File: config.mk
export PLATFORM = sky130hd
export DESIGN_NAME = execute_unit_mc_flat
export DESIGN_NICKNAME = d
export VERILOG_FILES = /design/src/rtl/execute_unit_mc_if.sv /design/src/rtl/execute_unit_mc.sv /design/src/flat_wrapper.sv
export SDC_FILE = /design/constraint.sdc
export NUM_CORES = 1
export LEC_CHECK = 0
export BUFFER_PORTS_ARGS = -buffer_cell sky130_fd_sc_hd__buf_2
export CORE_ASPECT_RATIO = 0.75
export CORE_UTILIZATION = 55
export CTS_CLUSTER_SIZE = 8
export DETAILED_ROUTE_END_ITERATION = 16
export PLACE_DENSITY = 0.86
export SYNTH_ARGS = -nofsm -noshare
export SYNTH_HDL_FRONTEND = slang
export SYNTH_SLANG_ARGS = --single-unit
File: constraint.sdc
create_clock -name clk -period 4.49 [get_ports clk]
set_input_delay 0.2245 -clock clk [delete_from_list [all_inputs] [get_ports clk]]
set_output_delay 0.2245 -clock clk [all_outputs]
set_load 0.005 [all_outputs]
File: src/rtl/execute_unit_mc_if.sv
// execute_unit_mc_if: operand/result handshake bus of the multicycle execute unit.
// slave = execute unit, master = decode/writeback side.
interface execute_unit_mc_if #(
  parameter int DATA_W = 8
);
  localparam int SHAMT_W = $clog2(DATA_W);

  logic                  in_valid;
  logic                  in_ready;
  logic [4:0]            opcode;
  logic                  am;
  logic [SHAMT_W-1:0]    s_r_amount;
  logic [DATA_W-1:0]     operand_1;
  logic [DATA_W-1:0]     rs2_data;
  logic [DATA_W-1:0]     mem_data;
  logic                  out_valid;
  logic                  out_ready;
  logic [2*DATA_W-1:0]   result;
  logic                  zero_flag;
  logic                  carry_flag;
  logic                  ac_flag;
  logic                  parity_flag;
  logic                  div_zero;
  logic                  busy;

  modport slave (
    input  in_valid, opcode, am, s_r_amount,
    input  operand_1, rs2_data, mem_data, out_ready,
    output in_ready, out_valid, result,
    output zero_flag, carry_flag, ac_flag, parity_flag,
    output div_zero, busy
  );

  modport master (
    output in_valid, opcode, am, s_r_amount,
    output operand_1, rs2_data, mem_data, out_ready,
    input  in_ready, out_valid, result,
    input  zero_flag, carry_flag, ac_flag, parity_flag,
    input  div_zero, busy
  );
endinterface

File: src/rtl/execute_unit_mc.sv
// execute_unit_mc: multicycle execute stage, 1-cycle ALU ops,
// iterative shift-add MUL and restoring DIV, held result/flags.
module execute_unit_mc #(
  parameter int DATA_W = 8
) (
  input logic              clk,
  input logic              reset,
  execute_unit_mc_if.slave bus
);
  localparam int SHAMT_W = $clog2(DATA_W);
  localparam int W = DATA_W;

  localparam logic [4:0] OP_MOV = 5'b00000;
  localparam logic [4:0] OP_ADD = 5'b00001;
  localparam logic [4:0] OP_SUB = 5'b00010;
  localparam logic [4:0] OP_MUL = 5'b00011;
  localparam logic [4:0] OP_DIV = 5'b00100;
  localparam logic [4:0] OP_INC = 5'b00101;
  localparam logic [4:0] OP_DEC = 5'b00110;
  localparam logic [4:0] OP_AND = 5'b00111;
  localparam logic [4:0] OP_OR  = 5'b01000;
  localparam logic [4:0] OP_NOT = 5'b01001;
  localparam logic [4:0] OP_XOR = 5'b01010;
  localparam logic [4:0] OP_LD  = 5'b01011;
  localparam logic [4:0] OP_ST  = 5'b01100;
  localparam logic [4:0] OP_ASL = 5'b10000;
  localparam logic [4:0] OP_ASR = 5'b10001;
  localparam logic [4:0] OP_LSL = 5'b10010;
  localparam logic [4:0] OP_LSR = 5'b10011;
  localparam logic [4:0] OP_ROL = 5'b10100;
  localparam logic [4:0] OP_ROR = 5'b10101;
  localparam logic [4:0] OP_CMP = 5'b11001;

  typedef enum logic [1:0] {
    IDLE,
    BUSY,
    DONE
  } state_t;

  state_t             state;
  logic [2*W-1:0]     acc;
  logic [W-1:0]       dvs;
  logic [SHAMT_W-1:0] cnt;
  logic               is_div;
  logic [2*W-1:0]     res;
  logic               zf;
  logic               cf;
  logic               af;
  logic               pf;
  logic               dz;

  logic [W-1:0] op1;
  logic [W-1:0] op2;
  logic [W-1:0] src;
  assign op1 = bus.operand_1;
  assign op2 = bus.am ? bus.mem_data : bus.rs2_data;
  assign src = bus.am ? op2 : op1;

  // INC/DEC reuse the ADD/SUB datapath with src and a constant 1
  logic         incdec;
  logic [W-1:0] aa;
  logic [W-1:0] bb;
  logic [W:0]   xa;
  logic [W:0]   xb;
  logic [W:0]   sum;
  logic [W:0]   dif;
  assign incdec = (bus.opcode == OP_INC) || (bus.opcode == OP_DEC);
  assign aa  = incdec ? src : op1;
  assign bb  = incdec ? W'(1) : op2;
  assign xa  = {1'b0, aa};
  assign xb  = {1'b0, bb};
  assign sum = xa + xb;
  assign dif = xa - xb;

  // one guard bit on each side catches the last bit shifted out;
  // rotates use the negated amount so amt=0 needs no special case
  logic [SHAMT_W-1:0] amt;
  logic [SHAMT_W-1:0] namt;
  logic [W:0]         shl;
  logic [W:0]         shr;
  logic [W:0]         sar;
  logic [W-1:0]       rol;
  logic [W-1:0]       ror;
  assign amt  = bus.s_r_amount;
  assign namt = -amt;
  assign shl  = {1'b0, src} << amt;
  assign shr  = {src, 1'b0} >> amt;
  assign sar  = $signed({src, 1'b0}) >>> amt;
  assign rol  = (src << amt) | (src >> namt);
  assign ror  = (src >> amt) | (src << namt);

  logic [W-1:0] alu;
  logic         upd_zp;
  logic         upd_c;
  logic         upd_a;
  logic         c_val;
  logic         a_val;
  logic         multi;

  // single-cycle result and flag-update decode
  always_comb begin
    alu    = '0;
    upd_zp = 1'b1;
    upd_c  = 1'b0;
    upd_a  = 1'b0;
    c_val  = 1'b0;
    a_val  = 1'b0;
    multi  = 1'b0;
    case (bus.opcode)
      OP_MOV: alu = src;
      OP_ADD, OP_INC: begin
        alu   = sum[W-1:0];
        upd_c = 1'b1;
        upd_a = 1'b1;
        c_val = sum[W];
        a_val = xa[4] ^ xb[4] ^ sum[4];
      end
      OP_SUB, OP_DEC: begin
        alu   = dif[W-1:0];
        upd_c = 1'b1;
        upd_a = 1'b1;
        c_val = dif[W];
        a_val = xa[4] ^ xb[4] ^ dif[4];
      end
      OP_AND: alu = op1 & op2;
      OP_OR:  alu = op1 | op2;
      OP_XOR: alu = op1 ^ op2;
      OP_NOT: alu = ~src;
      OP_ASL, OP_LSL: begin
        alu   = shl[W-1:0];
        upd_c = 1'b1;
        c_val = shl[W];
      end
      OP_LSR: begin
        alu   = shr[W:1];
        upd_c = 1'b1;
        c_val = shr[0];
      end
      OP_ASR: begin
        alu   = sar[W:1];
        upd_c = 1'b1;
        c_val = sar[0];
      end
      OP_ROL: alu = rol;
      OP_ROR: alu = ror;
      OP_CMP: alu = {{(W-1){1'b0}}, op1 >= op2};
      OP_LD: begin
        alu    = bus.mem_data;
        upd_zp = 1'b0;
      end
      OP_ST: begin
        alu    = op1;
        upd_zp = 1'b0;
      end
      OP_MUL, OP_DIV: begin
        multi  = 1'b1;
        upd_zp = 1'b0;
      end
      default: upd_zp = 1'b0;
    endcase
  end

  // one MUL/DIV step; acc holds {partial/remainder, multiplier/quotient}
  logic [W:0]     msum;
  logic [2*W-1:0] mnxt;
  logic [W:0]     dsh;
  logic           ge;
  logic [W-1:0]   dsub;
  logic [2*W-1:0] dnxt;
  logic [2*W-1:0] nxt;
  logic           last;
  assign msum = {1'b0, acc[2*W-1:W]} + (acc[0] ? {1'b0, dvs} : '0);
  assign mnxt = {msum, acc[W-1:1]};
  assign dsh  = {acc[2*W-1:W], acc[W-1]};
  assign ge   = dsh >= {1'b0, dvs};
  assign dsub = dsh[W-1:0] - dvs;
  assign dnxt = {ge ? dsub : dsh[W-1:0], acc[W-2:0], ge};
  assign nxt  = is_div ? dnxt : mnxt;
  assign last = cnt == SHAMT_W'(W - 1);

  // control FSM with registered result, flags and iteration state
  always_ff @(posedge clk) begin
    if (!reset) begin
      state  <= IDLE;
      acc    <= '0;
      dvs    <= '0;
      cnt    <= '0;
      is_div <= 1'b0;
      res    <= '0;
      zf     <= 1'b0;
      cf     <= 1'b0;
      af     <= 1'b0;
      pf     <= 1'b0;
      dz     <= 1'b0;
    end else begin
      unique case (state)
        IDLE: begin
          if (bus.in_valid) begin
            if (multi) begin
              state  <= BUSY;
              cnt    <= '0;
              is_div <= bus.opcode == OP_DIV;
              if (bus.opcode == OP_DIV) begin
                acc <= {{W{1'b0}}, op1};
                dvs <= op2;
              end else begin
                acc <= {{W{1'b0}}, op2};
                dvs <= op1;
              end
            end else begin
              state <= DONE;
              res   <= {{W{1'b0}}, alu};
              if (upd_zp) begin
                zf <= alu == '0;
                pf <= ^alu;
              end
              if (upd_c) cf <= c_val;
              if (upd_a) af <= a_val;
            end
          end
        end
        BUSY: begin
          acc <= nxt;
          cnt <= cnt + 1'b1;
          if (last) begin
            state <= DONE;
            res   <= nxt;
            zf    <= nxt == '0;
            pf    <= ^nxt;
            cf    <= 1'b0;
            af    <= 1'b0;
            if (is_div) dz <= dvs == '0;
          end
        end
        DONE: begin
          if (bus.out_ready) state <= IDLE;
        end
        default: state <= IDLE;
      endcase
    end
  end

  assign bus.in_ready    = state == IDLE;
  assign bus.busy        = state == BUSY;
  assign bus.out_valid   = state == DONE;
  assign bus.result      = res;
  assign bus.zero_flag   = zf;
  assign bus.carry_flag  = cf;
  assign bus.ac_flag     = af;
  assign bus.parity_flag = pf;
  assign bus.div_zero    = dz;
endmodule

File: src/flat_wrapper.sv
// flat-port wrapper written by rule: the top's interface ports become plain ports
module execute_unit_mc_flat 
#(
  parameter int DATA_W = 8
)
  (clk, reset, bus_in_valid, bus_opcode, bus_am, bus_s_r_amount, bus_operand_1, bus_rs2_data, bus_mem_data, bus_out_ready, bus_in_ready, bus_out_valid, bus_result, bus_zero_flag, bus_carry_flag, bus_ac_flag, bus_parity_flag, bus_div_zero, bus_busy);
  execute_unit_mc_if #(.DATA_W(DATA_W)) bus_i ();
  input logic clk;
  input logic reset;
  input wire logic [$bits(bus_i.in_valid)-1:0] bus_in_valid;
  input wire logic [$bits(bus_i.opcode)-1:0] bus_opcode;
  input wire logic [$bits(bus_i.am)-1:0] bus_am;
  input wire logic [$bits(bus_i.s_r_amount)-1:0] bus_s_r_amount;
  input wire logic [$bits(bus_i.operand_1)-1:0] bus_operand_1;
  input wire logic [$bits(bus_i.rs2_data)-1:0] bus_rs2_data;
  input wire logic [$bits(bus_i.mem_data)-1:0] bus_mem_data;
  input wire logic [$bits(bus_i.out_ready)-1:0] bus_out_ready;
  output wire logic [$bits(bus_i.in_ready)-1:0] bus_in_ready;
  output wire logic [$bits(bus_i.out_valid)-1:0] bus_out_valid;
  output wire logic [$bits(bus_i.result)-1:0] bus_result;
  output wire logic [$bits(bus_i.zero_flag)-1:0] bus_zero_flag;
  output wire logic [$bits(bus_i.carry_flag)-1:0] bus_carry_flag;
  output wire logic [$bits(bus_i.ac_flag)-1:0] bus_ac_flag;
  output wire logic [$bits(bus_i.parity_flag)-1:0] bus_parity_flag;
  output wire logic [$bits(bus_i.div_zero)-1:0] bus_div_zero;
  output wire logic [$bits(bus_i.busy)-1:0] bus_busy;
  assign bus_i.in_valid = bus_in_valid;
  assign bus_i.opcode = bus_opcode;
  assign bus_i.am = bus_am;
  assign bus_i.s_r_amount = bus_s_r_amount;
  assign bus_i.operand_1 = bus_operand_1;
  assign bus_i.rs2_data = bus_rs2_data;
  assign bus_i.mem_data = bus_mem_data;
  assign bus_i.out_ready = bus_out_ready;
  assign bus_in_ready = bus_i.in_ready;
  assign bus_out_valid = bus_i.out_valid;
  assign bus_result = bus_i.result;
  assign bus_zero_flag = bus_i.zero_flag;
  assign bus_carry_flag = bus_i.carry_flag;
  assign bus_ac_flag = bus_i.ac_flag;
  assign bus_parity_flag = bus_i.parity_flag;
  assign bus_div_zero = bus_i.div_zero;
  assign bus_busy = bus_i.busy;
  execute_unit_mc #(.DATA_W(DATA_W)) u_core (.clk(clk), .reset(reset), .bus(bus_i));
endmodule
# Word level (Yosys, flattened, before mapping)
# Index checks and enable logic that the tools add are counted.
# W data, S select, Z words.
[classes]
bitwise_logic = 9
reduce_logical = 24
n_eq_ne = 30
add_sub_neg = 6
magnitude_cmp = 2
shifts = 7
mux = 50
[ops]
columns = ["op", "count"]
rows = [
  ["$pmux W8 S15", 1],
  ["$mux W16", 6],
  ["$mux W8", 8],
  ["$pmux W16 S2", 2],
  ["$eq A5 B5 Y1 const B", 7],
  ["$eq A5 B4 Y1 const B", 5],
  ["$or A8 B8 Y8", 3],
  ["$eq A5 B3 Y1 const B", 4],
  ["$mux W1", 19],
  ["$logic_not A16 Y1", 1],
  ["$logic_not A8 Y1", 2],
  ["$reduce_or A16 Y1", 1],
  ["$reduce_xor A16 Y1", 1],
  ["$shl A8 B3 Y8", 2],
  ["$shr A8 B3 Y8", 2],
  ["$reduce_and A5 Y1", 3],
  ["$reduce_and A3 Y1", 4],
  ["$eq A5 B2 Y1 const B", 2],
  ["$ne A2 B1 Y1 const B", 5],
  ["$pmux W1 S2", 5],
  ["$add A8 B8 Y9", 1],
  ["$add A8 B9 Y9", 1],
  ["$ge A9 B8 Y1", 1],
  ["$shl A8 B3 Y9", 1],
  ["30 further kinds", 41],
]
[word_totals]
out_inout_bits = 24
register_bits = 51
input_bits = 37

# Logic depth before layout (Yosys ltp)
[logic_depth]
word_depth = 10
ltp_mapped = 22
depth_no_buf = 19

# Least setup slack after synthesis
# Ideal clock, no wire load.
[synth_path]
path_kind = "input to register"
startpoint = "in bus_opcode[0]"
endpoint = "reg u_core.pf (netlist: u_core.bus.parity_flag)"
stages = 20
path_slack_ns = 0.202
t_arrival_ns = 4.218
n_path_buf = 4
cell_sequence = "buf_2 -> buf_2 -> nand2b_1 -> and2_1 -> or3_1 -> clkbuf_1 -> clkbuf_1 -> nand2_1 -> ha_1 -> inv_1 -> fa_1 -> o21bai_1 -> a21oi_1 -> a221o_1 -> a2111oi_2 -> ha_1 -> xnor2_1 -> xnor2_1 -> a211o_1 -> a21oi_1"
[synth_via]
elab_chain_cells = 10
word_cells_on_any_way = 41
[synth_lines]
columns = ["element", "line_no", "text"]
rows = [
  ["from (decl)", "flat_wrapper.sv:11", "input wire logic [$bits(bus_i.opcode)-1:0] bus_opcode;"],
  ["$eq A5 B3 Y1", "execute_unit_mc.sv:67, execute_unit_mc.sv:109", ""],
  ["$logic_or A1 B1 Y1", "execute_unit_mc.sv:67", "assign incdec = (bus.opcode == OP_INC) || (bus.opcode == OP_DEC);"],
  ["$mux W8, on equally long branches", "execute_unit_mc.sv:68, execute_unit_mc.sv:69", ""],
  ["$sub A8 B8 Y9 / $add A8 B8 Y9 (equally long branches)", "execute_unit_mc.sv:73, execute_unit_mc.sv:72", ""],
  ["$pmux W8 S15", "execute_unit_mc.sv:109", "case (bus.opcode)"],
  ["$reduce_xor A8 Y1", "execute_unit_mc.sv:215", "pf <= ^alu;"],
  ["$mux W1", "execute_unit_mc.sv:213", "if (upd_zp) begin"],
  ["$mux W1", "execute_unit_mc.sv:199", "if (multi) begin"],
  ["$mux W1", "execute_unit_mc.sv:198", "if (bus.in_valid) begin"],
  ["$pmux W1 S2", "execute_unit_mc.sv:196", "unique case (state)"],
  ["to (signal assigned)", "execute_unit_mc.sv:215", ""],
  ["to (signal assigned)", "execute_unit_mc.sv:229", "pf <= ^nxt;"],
  ["to (decl)", "execute_unit_mc.sv:49", "logic pf;"],
]
# Parallel ways exist; a longest one is shown, timed or not. The select of a mux whose other input is x is not followed.
# A chain may end at the register's enable or synchronous reset.

# Worst setup path in the final report
# Ends and elaborated chain as after synthesis.

==> flow_summary.json <==
{
  "highest-signal-layer": "met4",
  "ios": 61,
  "post_cts_buffers": 0,
  "dieArea_um2": 13700,
  "postCtsHoldBufs": 0,
  "critical_path.startpoint_type": "primary input",
  "final_common_cell": "nor2_1",
  "fin_util": 0.635,
  "synthesis.nets": 1063,
  "clockPowerShare": 0.253,
  "wl_met2_mm": 10.3,
  "post_cts_resized": 0,
  "total_power_mw": 1.59,
  "critPathMaxStageDelay_ps": 490,
  "synth_edf_count": 0,
  "viasPerCell": 6.91,
  "slew_headroom": 0.194,
  "port-buffer-count": 60,
  "irDropWorstVdd_v": 0.000165,
  "r2r-end": "u_core.bus.parity_flag",
  "worst_path_max_delay_cell": "ha_1",
  "wl_per_cell_um": 23.4,
  "synth_cells": 944,
  "syn_avg_cell_area_um2": 7.69,
  "min_path_type": "in -> reg",
  "seqPwrFrac": 0.303,
  "netlist_area_um2": 7260,
  "initial_core_util": 0.578,
  "pwr-share-comb": 0.444,
  "holdWs_ps": 191,
  "yosysWarnings": 0,
  "num_rows": 35,
  "placed_area_um2": 7830,
  "rr_startpoint": "u_core.acc[0]",
  "cp_top_family": "compound AO/OA/AOI/OAI gates",
  "final_nets": 1111,
  "maxSlewViolCount": 0,
  "die_h_um": 102,
  "ctsRootBufferMaster": "clkbuf_16",
  "max-cap-violations": 0,
  "ff2ff_setup_slack_ps": 340,
  "grt-ovfl-total": 0,
  "worst-path-buf-inv": 2,
  "cts_buffer_depth": 2,
  "synthArstFlopShare": 0,
  "ant_nets": 0,
  "power_density_nw_per_um2": 200,
  "h-tree-depth": 2,
  "p_switching_uw": 622,
  "status": "finished clean",
  "crit_arrival_ps": 4460,
  "synth_cell_types": 82,
  "gp_congestion": 1.07,
  "final_hold_viol_count": 0,
  "clock.fmax_mhz": 237,
  "drc": 0,
  "fp.coreArea_um2": 12600,
  "tightestPinTransition_ps": 1210,
  "wl_met3_mm": 4.15,
  "final.setup.tns_ps": 0,
  "wirelength_mm": 27.1,
  "crit_end": "u_core.bus.parity_flag",
  "mostFrequentLayoutCells": "nor2_1, ha_1, nand2_1",
  "pre_cts_slack_ps": 66.9,
  "ys_ff_latch": 51,
  "die_x_um": 135,
  "grt_use_total": 0.399,
  "ys.flop_type": "dfxtp_1",
  "drive_above_1_share": 0.164,
  "setup_viol": 0,
  "placed_cells": 1151,
  "crit_cells": 19,
  "antenna_found_initial": 0,
  "rsz0062_at_grt": "false",
  "dr.pass1.iters": 8,
  "grt_pass1_vias": 7115,
  "final_cells": 1159,
  "end_kind": "flop",
  "clk_latency_ps": 300,
  "multi_input_area_um2": 5740,
  "rr_worst_depth": 17,
  "period_share": 0.941,
  "cts.sinks": 51,
  "initialDrtViolationCount": 1249,
  "timing.final.ws_setup_ps": 266,
  "design_area_um2": 7980,
  "ys_seq_area_frac": 0.141,
  "diodes": 0,
  "dp_hpwl_mm": 21.4,
  "drt-met1-wl_mm": 12.3,
  "min_period_ps": 4220,
  "grt_pass1_wl_mm": 41.1,
  "sw_frac_of_total": 0.390,
  "critPathLaunch": "bus_opcode[0]",
  "cts_tree": "yes",
  "grt_max_degree": 33,
  "area_growth_pct": 9.92,
  "p_leak_nw": 3.43,
  "cp_cell_sequence": "buf_2 -> nand2b_1 -> and2_1 -> or3_1 -> buf_4 -> nand2_1 -> o21ai_0 -> ha_1 -> o21a_1 -> o21ai_0 -> a32oi_1 -> mux2i_1 -> nor4b_1 -> a21boi_0 -> ha_1 -> xnor2_1 -> xnor2_1 -> a211o_1 -> a21oi_1",
  "seq_area_um2": 1020,
  "vias": 8008,
  "clk_pin_slew_worst_paths_ps": 70,
  "fin_skew_ps": 4.58,
  "worstSetupPathType": "in -> reg",
  "required_ps": 4730,
  "cts_buffers": 5,
  "nFillCells": 1110,
  "cellInternalPower_uw": 972,
  "cp_max_fo": 11
}
routing by layer:
| layer | vias to the layer above | track usage |
|---|---|---|
| met3 | 57 | 0.170 |
| met2 | 557 | 0.528 |
| met1 | 3781 | 0.593 |
| met4 | 0 | 0.0648 |
| li1 | 3613 | - |
| met5 | - | 0 |
cell usage after synthesis, drive strengths merged (4+ instances only):
master | number | area (um^2)
a211o | 7 | 61.3
a211oi | 23 | 173
a21boi | 4 | 30.0
a21o | 6 | 45.0
a21oi | 41 | 205
a221o | 6 | 60.1
a221oi | 9 | 78.8
a22o | 11 | 96.3
a22oi | 9 | 67.6
a31o | 5 | 43.8
a32o | 4 | 40.0
a32oi | 6 | 52.6
and2 | 13 | 81.3
and3 | 9 | 56.3
buf | 19 | 108
clkbuf | 45 | 173
dfxtp | 51 | 1020
fa | 4 | 80.1
ha | 78 | 976
inv | 57 | 214
mux2 | 12 | 135
mux2i | 38 | 380
mux4 | 19 | 428
nand2 | 69 | 259
nand2b | 18 | 115
nand3 | 15 | 75.1
nand4 | 16 | 100
nor2 | 95 | 357
nor2b | 13 | 81.3
nor3 | 37 | 190
nor3b | 6 | 45.0
nor4 | 15 | 93.8
nor4b | 4 | 41.3
o211ai | 11 | 82.6
o21a | 12 | 90.1
o21ai | 52 | 260
o21bai | 4 | 30.0
o22ai | 9 | 56.3
o2bb2ai | 4 | 35.0
o31ai | 6 | 45.0
or3 | 10 | 62.6
xnor2 | 15 | 131
xor2 | 7 | 61.3
worst min-delay path: stages:
cell	delay, ps
buf_2	70
or3_1	90
a21oi_1	60
sequential cells by signal, summed over array words and instances (netlist names), 2 cells and up:
name,count
u_core.dvs,8
u_core.bus.result,16
u_core.state,2
u_core.cnt,3
u_core.acc,16
worst min-delay path by stage:
stage	startpoint	endpoint	cells past startpoint
final	bus_out_ready	u_core.state[1]	3
after global routing	bus_out_ready	u_core.state[1]	3
after CTS	bus_out_ready	u_core.state[1]	3
after floorplan	bus_out_ready	u_core.state[1]	2
after detailed placement	u_core.bus.result[12]	u_core.bus.result[12]	2
after global placement	u_core.bus.result[15]	u_core.bus.result[15]	2
final cells by class:
cell class	count	area share
inverter	58	0.0273
clock inverter	2	0.00204
sequential	51	0.128
tap	166	0.0260
multi-input combinational	771	0.719
clock buffer	6	0.0174
timing repair buffer	105	0.0799
kinds of logic after synthesis:
logic type / after synthesis / share of synthesized area
multiplexers: 69 / 0.130
adder cells (fa/ha/maj): 82 / 0.145
flip-flops: 51 / 0.141
AND/OR/NAND/NOR: 342 / 0.241
AO/OA/AOI/OAI: 256 / 0.248
buffers and inverters: 122 / 0.0686
XOR/XNOR: 22 / 0.0265
power groups by stage:
stage | registers, mW | clock network [mW] | logic, mW
floorplan | 0.491 | 0 | 0.459
global placement | 0.493 | 0 | 0.673
detailed placement | 0.493 | 0 | 0.675
CTS | 0.483 | 0.402 | 0.679
global route | 0.485 | 0.418 | 0.754
finish | 0.484 | 0.403 | 0.707
Power figures use the tool's default switching activity.
